--- src/rtl/egg_timer_pkg.sv ---
// Shared state encoding for the egg timer front-panel controller.
package egg_timer_pkg;

  typedef enum logic [1:0] {
    ST_IDLE  = 2'b00,
    ST_RUN   = 2'b01,
    ST_PAUSE = 2'b10,
    ST_RING  = 2'b11
  } state_e;

endpackage

--- src/rtl/egg_timer_ctrl_buzz_timer.sv ---
// Counts sec_tick pulses while the buzzer sounds; done fires on the tick that
// reaches BUZZ_SECS.
module buzz_timer #(
  parameter int BUZZ_SECS = 3
) (
  input  logic clk,
  input  logic rst,
  input  logic clr_i,
  input  logic tick_i,
  output logic done_o
);

  localparam int CW = $clog2(BUZZ_SECS + 1);
  localparam logic [CW-1:0] LAST = CW'(BUZZ_SECS - 1);

  logic [CW-1:0] cnt_q, cnt_d;

  assign done_o = !clr_i && tick_i && (cnt_q == LAST);

  always_comb begin
    cnt_d = cnt_q;
    if (clr_i || done_o) begin
      cnt_d = '0;
    end else if (tick_i) begin
      cnt_d = cnt_q + 1'b1;
    end
  end

  always_ff @(posedge clk) begin
    if (!rst) begin
      cnt_q <= '0;
    end else begin
      cnt_q <= cnt_d;
    end
  end

endmodule

--- src/rtl/egg_timer_ctrl.sv ---
// Front-panel sequencer for alarm_fsm: target-count entry, run/pause/clear
// control and a bounded buzzer after the alarm fires.
module egg_timer_ctrl
  import egg_timer_pkg::*;
#(
  parameter int SIZE        = 4,
  parameter int DEFAULT_MAX = 5,
  parameter int BUZZ_SECS   = 3
) (
  input  logic            clk,
  input  logic            rst,
  input  logic            btn_start,
  input  logic            btn_stop,
  input  logic            btn_inc,
  input  logic            btn_dec,
  input  logic            sec_tick,
  input  logic [SIZE-1:0] count,
  input  logic            alarm,
  output logic [SIZE-1:0] max,
  output logic            enable,
  output logic            timer_clr,
  output logic            buzzer,
  output logic [SIZE-1:0] remaining,
  output logic [1:0]      state
);

  localparam logic [SIZE-1:0] MAX_TOP = '1;
  localparam logic [SIZE-1:0] MAX_BOT = SIZE'(1);
  localparam logic [SIZE-1:0] MAX_DEF = SIZE'(DEFAULT_MAX);

  state_e          state_q, state_d;
  logic [SIZE-1:0] max_q, max_d;
  logic [SIZE-1:0] rem_q, rem_d;
  logic            enable_q, enable_d;
  logic            clr_q, clr_d;
  logic            buzzer_q, buzzer_d;
  logic            buzz_done;

  buzz_timer #(
    .BUZZ_SECS(BUZZ_SECS)
  ) u_buzz (
    .clk   (clk),
    .rst   (rst),
    .clr_i (state_q != ST_RING),
    .tick_i(sec_tick),
    .done_o(buzz_done)
  );

  always_comb begin
    state_d = state_q;
    max_d   = max_q;
    clr_d   = 1'b0;
    unique case (state_q)
      ST_IDLE: begin
        // btn_stop does nothing here but still outranks start and inc/dec
        if (!btn_stop) begin
          if (btn_start) begin
            state_d = ST_RUN;
            clr_d   = 1'b1;
          end else if (btn_inc && !btn_dec && max_q != MAX_TOP) begin
            max_d = max_q + 1'b1;
          end else if (btn_dec && !btn_inc && max_q != MAX_BOT) begin
            max_d = max_q - 1'b1;
          end
        end
      end
      ST_RUN: begin
        if (btn_stop) begin
          state_d = ST_PAUSE;
        end else if (alarm) begin
          state_d = ST_RING;
        end
      end
      ST_PAUSE: begin
        if (btn_stop) begin
          state_d = ST_IDLE;
          clr_d   = 1'b1;
        end else if (btn_start) begin
          state_d = ST_RUN;
        end
      end
      ST_RING: begin
        if (btn_stop || buzz_done) begin
          state_d = ST_IDLE;
          clr_d   = 1'b1;
        end
      end
      default: state_d = ST_IDLE;
    endcase

    enable_d = (state_d == ST_RUN);
    buzzer_d = (state_d == ST_RING);

    // Display follows the state being entered so it lines up with the other outputs
    unique case (state_d)
      ST_IDLE: rem_d = max_d;
      ST_RING: rem_d = '0;
      default: rem_d = (count > max_q) ? '0 : max_q - count;
    endcase
  end

  always_ff @(posedge clk) begin
    if (!rst) begin
      state_q  <= ST_IDLE;
      max_q    <= MAX_DEF;
      rem_q    <= MAX_DEF;
      enable_q <= 1'b0;
      clr_q    <= 1'b1;
      buzzer_q <= 1'b0;
    end else begin
      state_q  <= state_d;
      max_q    <= max_d;
      rem_q    <= rem_d;
      enable_q <= enable_d;
      clr_q    <= clr_d;
      buzzer_q <= buzzer_d;
    end
  end

  assign max       = max_q;
  assign remaining = rem_q;
  assign enable    = enable_q;
  assign timer_clr = clr_q;
  assign buzzer    = buzzer_q;
  assign state     = state_q;

endmodule

--- config.mk ---
export PLATFORM = sky130hd
export DESIGN_NAME = egg_timer_ctrl
export DESIGN_NICKNAME = d
export VERILOG_FILES = /design/src/rtl/egg_timer_pkg.sv /design/src/rtl/egg_timer_ctrl_buzz_timer.sv /design/src/rtl/egg_timer_ctrl.sv
export SDC_FILE = /design/constraint.sdc
export NUM_CORES = 1
export LEC_CHECK = 0
export CELL_PAD_IN_SITES_DETAIL_PLACEMENT = 0
export CELL_PAD_IN_SITES_GLOBAL_PLACEMENT = 1
export CORE_MARGIN = 4
export CORE_UTILIZATION = 39
export CTS_CLUSTER_SIZE = 14
export DETAILED_ROUTE_END_ITERATION = 6
export GPL_ROUTABILITY_DRIVEN = 0
export PLACE_DENSITY = 0.85
export SYNTH_ARGS = -nofsm -noshare
export SYNTH_HDL_FRONTEND = slang
export SYNTH_SLANG_ARGS = --single-unit
--- constraint.sdc ---
create_clock -name clk -period 3.8 [get_ports clk]
set_clock_uncertainty 0.05 [all_clocks]
set_input_delay 0.57 -clock clk [delete_from_list [all_inputs] [get_ports clk]]
set_output_delay 0.57 -clock clk [all_outputs]
set_load 0.02 [all_outputs]
==> results of run 1 <==
-- cells in the mapped netlist (all sizes together) (2+ instances only) --
cell type / instances / area [um^2]
o21ai: 6 / 30.0
nand2: 6 / 22.5
ha: 11 / 138
nor3: 2 / 10.0
nand3b: 2 / 15.0
nor2: 11 / 41.3
nand2b: 6 / 37.5
and2b: 2 / 15.0
mux2i: 2 / 20.0
and2: 3 / 18.8
inv: 11 / 41.3
nand3: 7 / 35.0
clkbuf: 2 / 8.75
o211ai: 3 / 27.5
or4: 2 / 15.0
dfxtp: 15 / 300
a21oi: 9 / 45.0
nand4: 3 / 25.0
-- final timing paths --
path / start / end / slack (ps) / cells after the start
max: sec_tick / remaining[1] / 1070 / 9
min reg2reg: u_buzz.cnt_q[1] / u_buzz.cnt_q[1] / 490 / 2
min: u_buzz.cnt_q[1] / u_buzz.cnt_q[1] / 490 / 2
max reg2reg: u_buzz.cnt_q[0] / remaining[1] / 1190 / 10
-- sequential cells by signal (all words and copies together), names as in the netlist --
signal        count
enable            1
max               4
buzzer            1
u_buzz.cnt_q      2
remaining         4
timer_clr         1
state             2
-- layer usage --
layer | vias to the layer above | global-route usage (%)
met1 | 429 | 19.9
met3 | 4 | 4.54
met4 | 0 | 4.11
met2 | 19 | 21.3
li1 | 493 | -
met5 | - | 0
-- final cells by class --
cell class	instances	area, um^2	share of cell area (%)
repair buffers	24	240	17.9
multi-input cells	94	697	51.9
clock buffers	4	26.3	1.96
well taps	30	37.5	2.80
flip-flops and latches	15	300	22.4
inverters	11	41.3	3.08
-- worst max-delay path, stage by stage --
cell,delay (ps)
clkdlybuf4s50_1,470
and4_1,210
mux2_2,270
o21ai_0,280
ha_1,230
o21ai_0,90
a21oi_1,300
a21oi_1,120
a311oi_1,320
-- power groups by stage --
stage          Clock (mW)  Combinational (mW)  Sequential [mW]
2_1_floorplan           0              0.0562            0.187
3_3_place_gp            0               0.107            0.178
3_5_place_dp            0               0.109            0.179
4_1_cts            0.0894               0.110            0.175
5_1_grt             0.101               0.121            0.176
6_report           0.0865               0.109            0.175
-- logic make-up after synthesis --
family	synth area share, %
flip-flops	28.7
AND/OR/NAND/NOR	29.9
XOR/XNOR	0.836
AO/OA/AOI/OAI	17.8
adder cells (fa/ha/maj)	15.1
buffers and inverters	4.78
multiplexers	2.99
==> results.py, run 1 <==
metrics = {
    "clocking": {
        "clockBufferDepth": 2,
        "cts_root_buffer": "clkbuf_4",
        "postCtsSetupBuffers": 0,
        "cts_made_buffers": 3,
        "cts_tree": "built",
        "cts_resized": 0,
        "htree_num_levels": 1,
        "cts_hold_buf": 0,
        "clk-insertion-delay-late_ps": 280,
        "cts.sinks": 15,
        "clk_pin_slew_ps": 80,
    },
    "route": {
        "viasPerCell": 5.31,
        "drt_first_pass_iters": 4,
        "post-route-drc-count": 0,
        "wire_per_inst_um": 13.0,
        "dr_wl_met2_mm": 1.05,
        "drt_iter0_drc": 23,
        "num_vias": 945,
        "met3RoutedLength_um": 108,
        "top_layer_used": "met4",
        "postRouteAntennaNets": 0,
        "wirelength_mm": 2.32,
        "wl_met1_mm": 1.13,
    },
    "pwr": {
        "switching_share_pct": 30.0,
        "vdd_drop_max_mv": 0.261,
        "report.power.total_uw": 370,
        "power_leakage_nw": 0.532,
        "power.density_nw_per_um2": 276,
        "p_comb_share_pct": 29.5,
        "internal-power_uw": 259,
        "power_switching_uw": 111,
        "seqPwrFrac_pct": 47.2,
        "p_clk_share_pct": 23.3,
    },
    "placed_design": {
        "port_buffers": 24,
        "hpwl_mm": 1.83,
        "dpl.cell_count": 174,
        "placed_cell_area_um2": 1320,
        "dp_slack_ps": 794,
    },
    "synth": {
        "syn_nets": 146,
        "synthArstFlopShare_pct": 0,
        "ys_ff_latch": 15,
        "ys_types": 41,
        "avgSynthCellArea_um2": 8.58,
        "synth_edf_count": 0,
        "ys_seq_area_share_pct": 28.7,
        "synth_cells": 122,
        "syn_area_um2": 1050,
        "synth_top_flop_cell": "dfxtp_1",
        "synth.yosys.warnings": 0,
    },
    "timing": {
        "min_period_over_period_pct": 71.9,
        "slew_viol_final": 0,
        "tns_ps": 0,
        "layout_min_cycle_time_ps": 2730,
        "slew_headroom_pct": 72.8,
        "fin_hold_ws_ps": 488,
        "finalHoldViolations": 0,
        "worst_pin_slew_ps": 407,
        "rsz0062_at_grt": "no",
        "layout_setup_ws_ps": 1070,
        "fmax_mhz": 366,
        "setup_viol": 0,
    },
    "min_path": {
        "hp-class": "flop to flop",
    },
    "finish": {
        "area_delta_synth_final_pct": 28.2,
        "instances_no_fill": 178,
        "design_area_um2": 1340,
        "fin_util_pct": 53.2,
        "layout_commonest_cell": "clkdlybuf4s50_1",
        "antennaDiodeCount": 0,
        "fillers": 263,
        "mostFrequentLayoutCells": "clkdlybuf4s50_1 (24), dfxtp_1 (15), inv_1 (11), nor2_1 (11), ha_1 (11)",
        "nets": 173,
        "drive_gt1_share_pct": 7.43,
    },
    "critical_path": {
        "end_kind": "flop",
        "startpoint_type": "primary input",
        "crit_path_max_fanout": 5,
        "arrival_ps": 2850,
        "criticalPathCategory": "primary input to flop",
        "critPathRequiredTime_ps": 3920,
    },
    "grt": {
        "grt_usage_pct": 14.4,
        "grt_pass1_wl_mm": 3.94,
        "grt_pass1_vias": 884,
        "grt_max_degree": 13,
        "antenna_found_initial": 0,
        "grt_overflow_total": 0,
    },
    "floorplan": {
        "io_pins": 25,
        "die_w_um": 59.8,
        "rows": 18,
        "dieArea_um2": 3580,
        "initial_utilization_pct": 41.5,
        "die-height_um": 59.8,
        "core_area_um2": 2520,
    },
    "status": {
        "status": "finished clean",
    },
    "run": {
        "max_cap_viol_count": 0,
    },
}
(Power assumes the default switching activity.)
==> run 2, diff against run 1 <==
--- a/config.mk
+++ b/config.mk
@@ -8,11 +8,11 @@
 export CELL_PAD_IN_SITES_DETAIL_PLACEMENT = 0
 export CELL_PAD_IN_SITES_GLOBAL_PLACEMENT = 1
 export CORE_MARGIN = 4
-export CORE_UTILIZATION = 39
+export CORE_UTILIZATION = 32
 export CTS_CLUSTER_SIZE = 14
 export DETAILED_ROUTE_END_ITERATION = 6
 export GPL_ROUTABILITY_DRIVEN = 0
-export PLACE_DENSITY = 0.85
+export PLACE_DENSITY = 0.75
 export SYNTH_ARGS = -nofsm -noshare
 export SYNTH_HDL_FRONTEND = slang
 export SYNTH_SLANG_ARGS = --single-unit
==> constraint.sdc (replaced) <==
create_clock -name clk -period 2.5 [get_ports clk]
set_clock_uncertainty 0.05 [all_clocks]
set_input_delay 0.375 -clock clk [delete_from_list [all_inputs] [get_ports clk]]
set_output_delay 0.375 -clock clk [all_outputs]
set_load 0.02 [all_outputs]
==> run 2 against run 1 <==
Global-route usage decreased by 1.5 points. Non-clock buffer count rose by 11. Via count increased by 6.6%. Sequential power rose by 50%. Largest power group unchanged. Clock-buffer cell count is the same. Clock power rose by 61%. Cell area rose by 8.2%.
==> results.py, run 2 (synthesis results as in run 1) <==
metrics = {
    "route": {
        "drt_first_pass_iters": 4,
        "postRouteAntennaNets": 0,
        "drt_iter0_drc": 38,
        "post-route-drc-count": 0,
        "wire_per_inst_um": 12.6,
        "viasPerCell": 4.96,
        "num_vias": 1007,
        "wirelength_mm": 2.57,
    },
    "grt": {
        "grt_max_degree": 12,
        "antenna_found_initial": 0,
        "grt_overflow_total": 0,
        "grt_pass1_wl_mm": 4.39,
        "grt_pass1_vias": 973,
        "grt_usage_pct": 12.9,
    },
    "finish": {
        "mostFrequentLayoutCells": "clkdlybuf4s50_1 (24), dfxtp_1 (15)",
        "nets": 184,
        "fin_util_pct": 46.8,
        "fillers": 320,
        "area_delta_synth_final_pct": 38.7,
        "drive_gt1_share_pct": 15.1,
        "layout_commonest_cell": "clkdlybuf4s50_1",
        "antennaDiodeCount": 0,
    },
    "pwr": {
        "seqPwrFrac_pct": 44.7,
        "internal-power_uw": 406,
        "power.density_nw_per_um2": 405,
        "power_leakage_nw": 0.586,
        "vdd_drop_max_mv": 0.156,
        "p_comb_share_pct": 31.6,
        "switching_share_pct": 31.0,
        "p_clk_share_pct": 23.7,
        "power_switching_uw": 182,
    },
    "critical_path": {
        "cp_slowest_cell": "or4_1",
        "critPathRequiredTime_ps": 2670,
        "cp-endpoint": "remaining[0]",
        "rr_endpoint": "remaining[0]",
        "crit_path_max_fanout": 3,
        "startpoint_type": "flop",
        "cp-startpoint": "u_buzz.cnt_q[0]",
        "arrival_ps": 2550,
        "crit_chain": "inv_1, ha_1, and4_1, mux2_2, o21ai_1, ha_1, nand2b_1, or4_1, nand4_1",
        "reg2reg_slack_ps": 120,
        "end_kind": "flop",
        "r2r_cells": 9,
        "cp_common_cell": "ha_1",
        "r2r-start": "u_buzz.cnt_q[0]",
        "criticalPathCategory": "flop to flop",
        "slowest_delay_ps": 410,
    },
    "clocking": {
        "cts_root_buffer": "clkbuf_4",
        "cts_resized": 0,
        "postCtsSetupBuffers": 0,
        "clockBufferDepth": 2,
        "clk_pin_slew_ps": 90,
        "cts_hold_buf": 0,
        "htree_num_levels": 1,
        "cts_made_buffers": 3,
        "cts_tree": "built",
        "clk-insertion-delay-late_ps": 280,
        "cts.sinks": 15,
    },
    "timing": {
        "min_period_over_period_pct": 95.0,
        "slew_headroom_pct": 73.3,
        "slew_viol_final": 0,
        "layout_min_cycle_time_ps": 2380,
        "worst_pin_slew_ps": 397,
        "setup_viol": 0,
        "finalHoldViolations": 0,
        "fmax_mhz": 421,
        "rsz0062_at_grt": "no",
        "tns_ps": 0,
    },
    "floorplan": {
        "io_pins": 25,
        "rows": 20,
        "dieArea_um2": 4250,
        "core_area_um2": 3100,
        "die_w_um": 65.2,
        "die-height_um": 65.2,
        "initial_utilization_pct": 33.7,
    },
    "status": {
        "status": "finished clean",
    },
    "min_path": {
        "hp-class": "flop to flop",
    },
    "placed_design": {
        "port_buffers": 24,
        "hpwl_mm": 2.05,
    },
    "run": {
        "max_cap_viol_count": 0,
    },
}
run 2: cell count changes in the layout (fill, tap and decap cells not counted), sizes merged:
cell,delta
buf,+11
run 2: worst max-delay path, delay by kind of cell, from the launching register on:
family          cells  cell delay (ps)
flops               1              350
simple gates        4              920
compound gates      1              190
fa+ha+maj           2              500
mux                 1              260
buf+inv             1               50
run 2: through the flow:
stage	std cells	cell area [um^2]	hold WS [ps]	setup slack (ps)	power, mW
after floorplan	122	1050	415	204	0.369
after global placement	199	1420	431	-62.2	0.451
after detailed placement	199	1420	451	-92.1	0.453
after CTS	203	1440	472	19.1	0.595
after global routing	203	1450	508	7.58	0.628
final	203	1450	467	124	0.588
run 2: area by class of cell:
type | instances | area, um^2 | area share (%)
multi-input cells | 94 | 707 | 48.7
repair buffers | 35 | 323 | 22.2
flip-flops and latches | 15 | 300 | 20.7
well taps | 44 | 55.1 | 3.79
inverters | 11 | 41.3 | 2.84
clock buffers | 4 | 26.3 | 1.81
run 2: how the worst min path moves through the flow:
stage                    start         endpoint  slack, ps  cells past startpoint
6_report       u_buzz.cnt_q[1]  u_buzz.cnt_q[1]        470                      2
5_1_grt        u_buzz.cnt_q[1]  u_buzz.cnt_q[1]        510                      2
4_1_cts        u_buzz.cnt_q[1]  u_buzz.cnt_q[1]        470                      2
3_5_place_dp   u_buzz.cnt_q[1]  u_buzz.cnt_q[1]        450                      2
3_3_place_gp   u_buzz.cnt_q[1]  u_buzz.cnt_q[1]        430                      2
2_1_floorplan  u_buzz.cnt_q[1]  u_buzz.cnt_q[1]        410                      2
run 2: metal layers:
layer	wire, um	track usage (%)	vias to the layer above
li1	-	-	513
met1	1160	16.0	472
met2	1240	21.9	22
met3	168	3.08	0
met4	0	4.40	0
met5	0	0	-
run 2: power by group through the flow:
stage	Combinational, mW	Clock [mW]	Sequential (mW)
5_1_grt	0.207	0.156	0.265
6_report	0.186	0.139	0.263
2_1_floorplan	0.0854	0	0.283
3_3_place_gp	0.182	0	0.269
4_1_cts	0.186	0.146	0.263
3_5_place_dp	0.184	0	0.269
==> run 3, diff against run 2 <==
--- a/config.mk
+++ b/config.mk
@@ -5,10 +5,12 @@
 export SDC_FILE = /design/constraint.sdc
 export NUM_CORES = 1
 export LEC_CHECK = 0
+export CAP_MARGIN = 20
 export CELL_PAD_IN_SITES_DETAIL_PLACEMENT = 0
 export CELL_PAD_IN_SITES_GLOBAL_PLACEMENT = 1
 export CORE_MARGIN = 4
 export CORE_UTILIZATION = 32
+export CTS_CLUSTER_DIAMETER = 60
 export CTS_CLUSTER_SIZE = 14
 export DETAILED_ROUTE_END_ITERATION = 6
 export GPL_ROUTABILITY_DRIVEN = 0
==> results of run 3 <==
The final DEF is identical to that of run 2; final timing and power are the same.
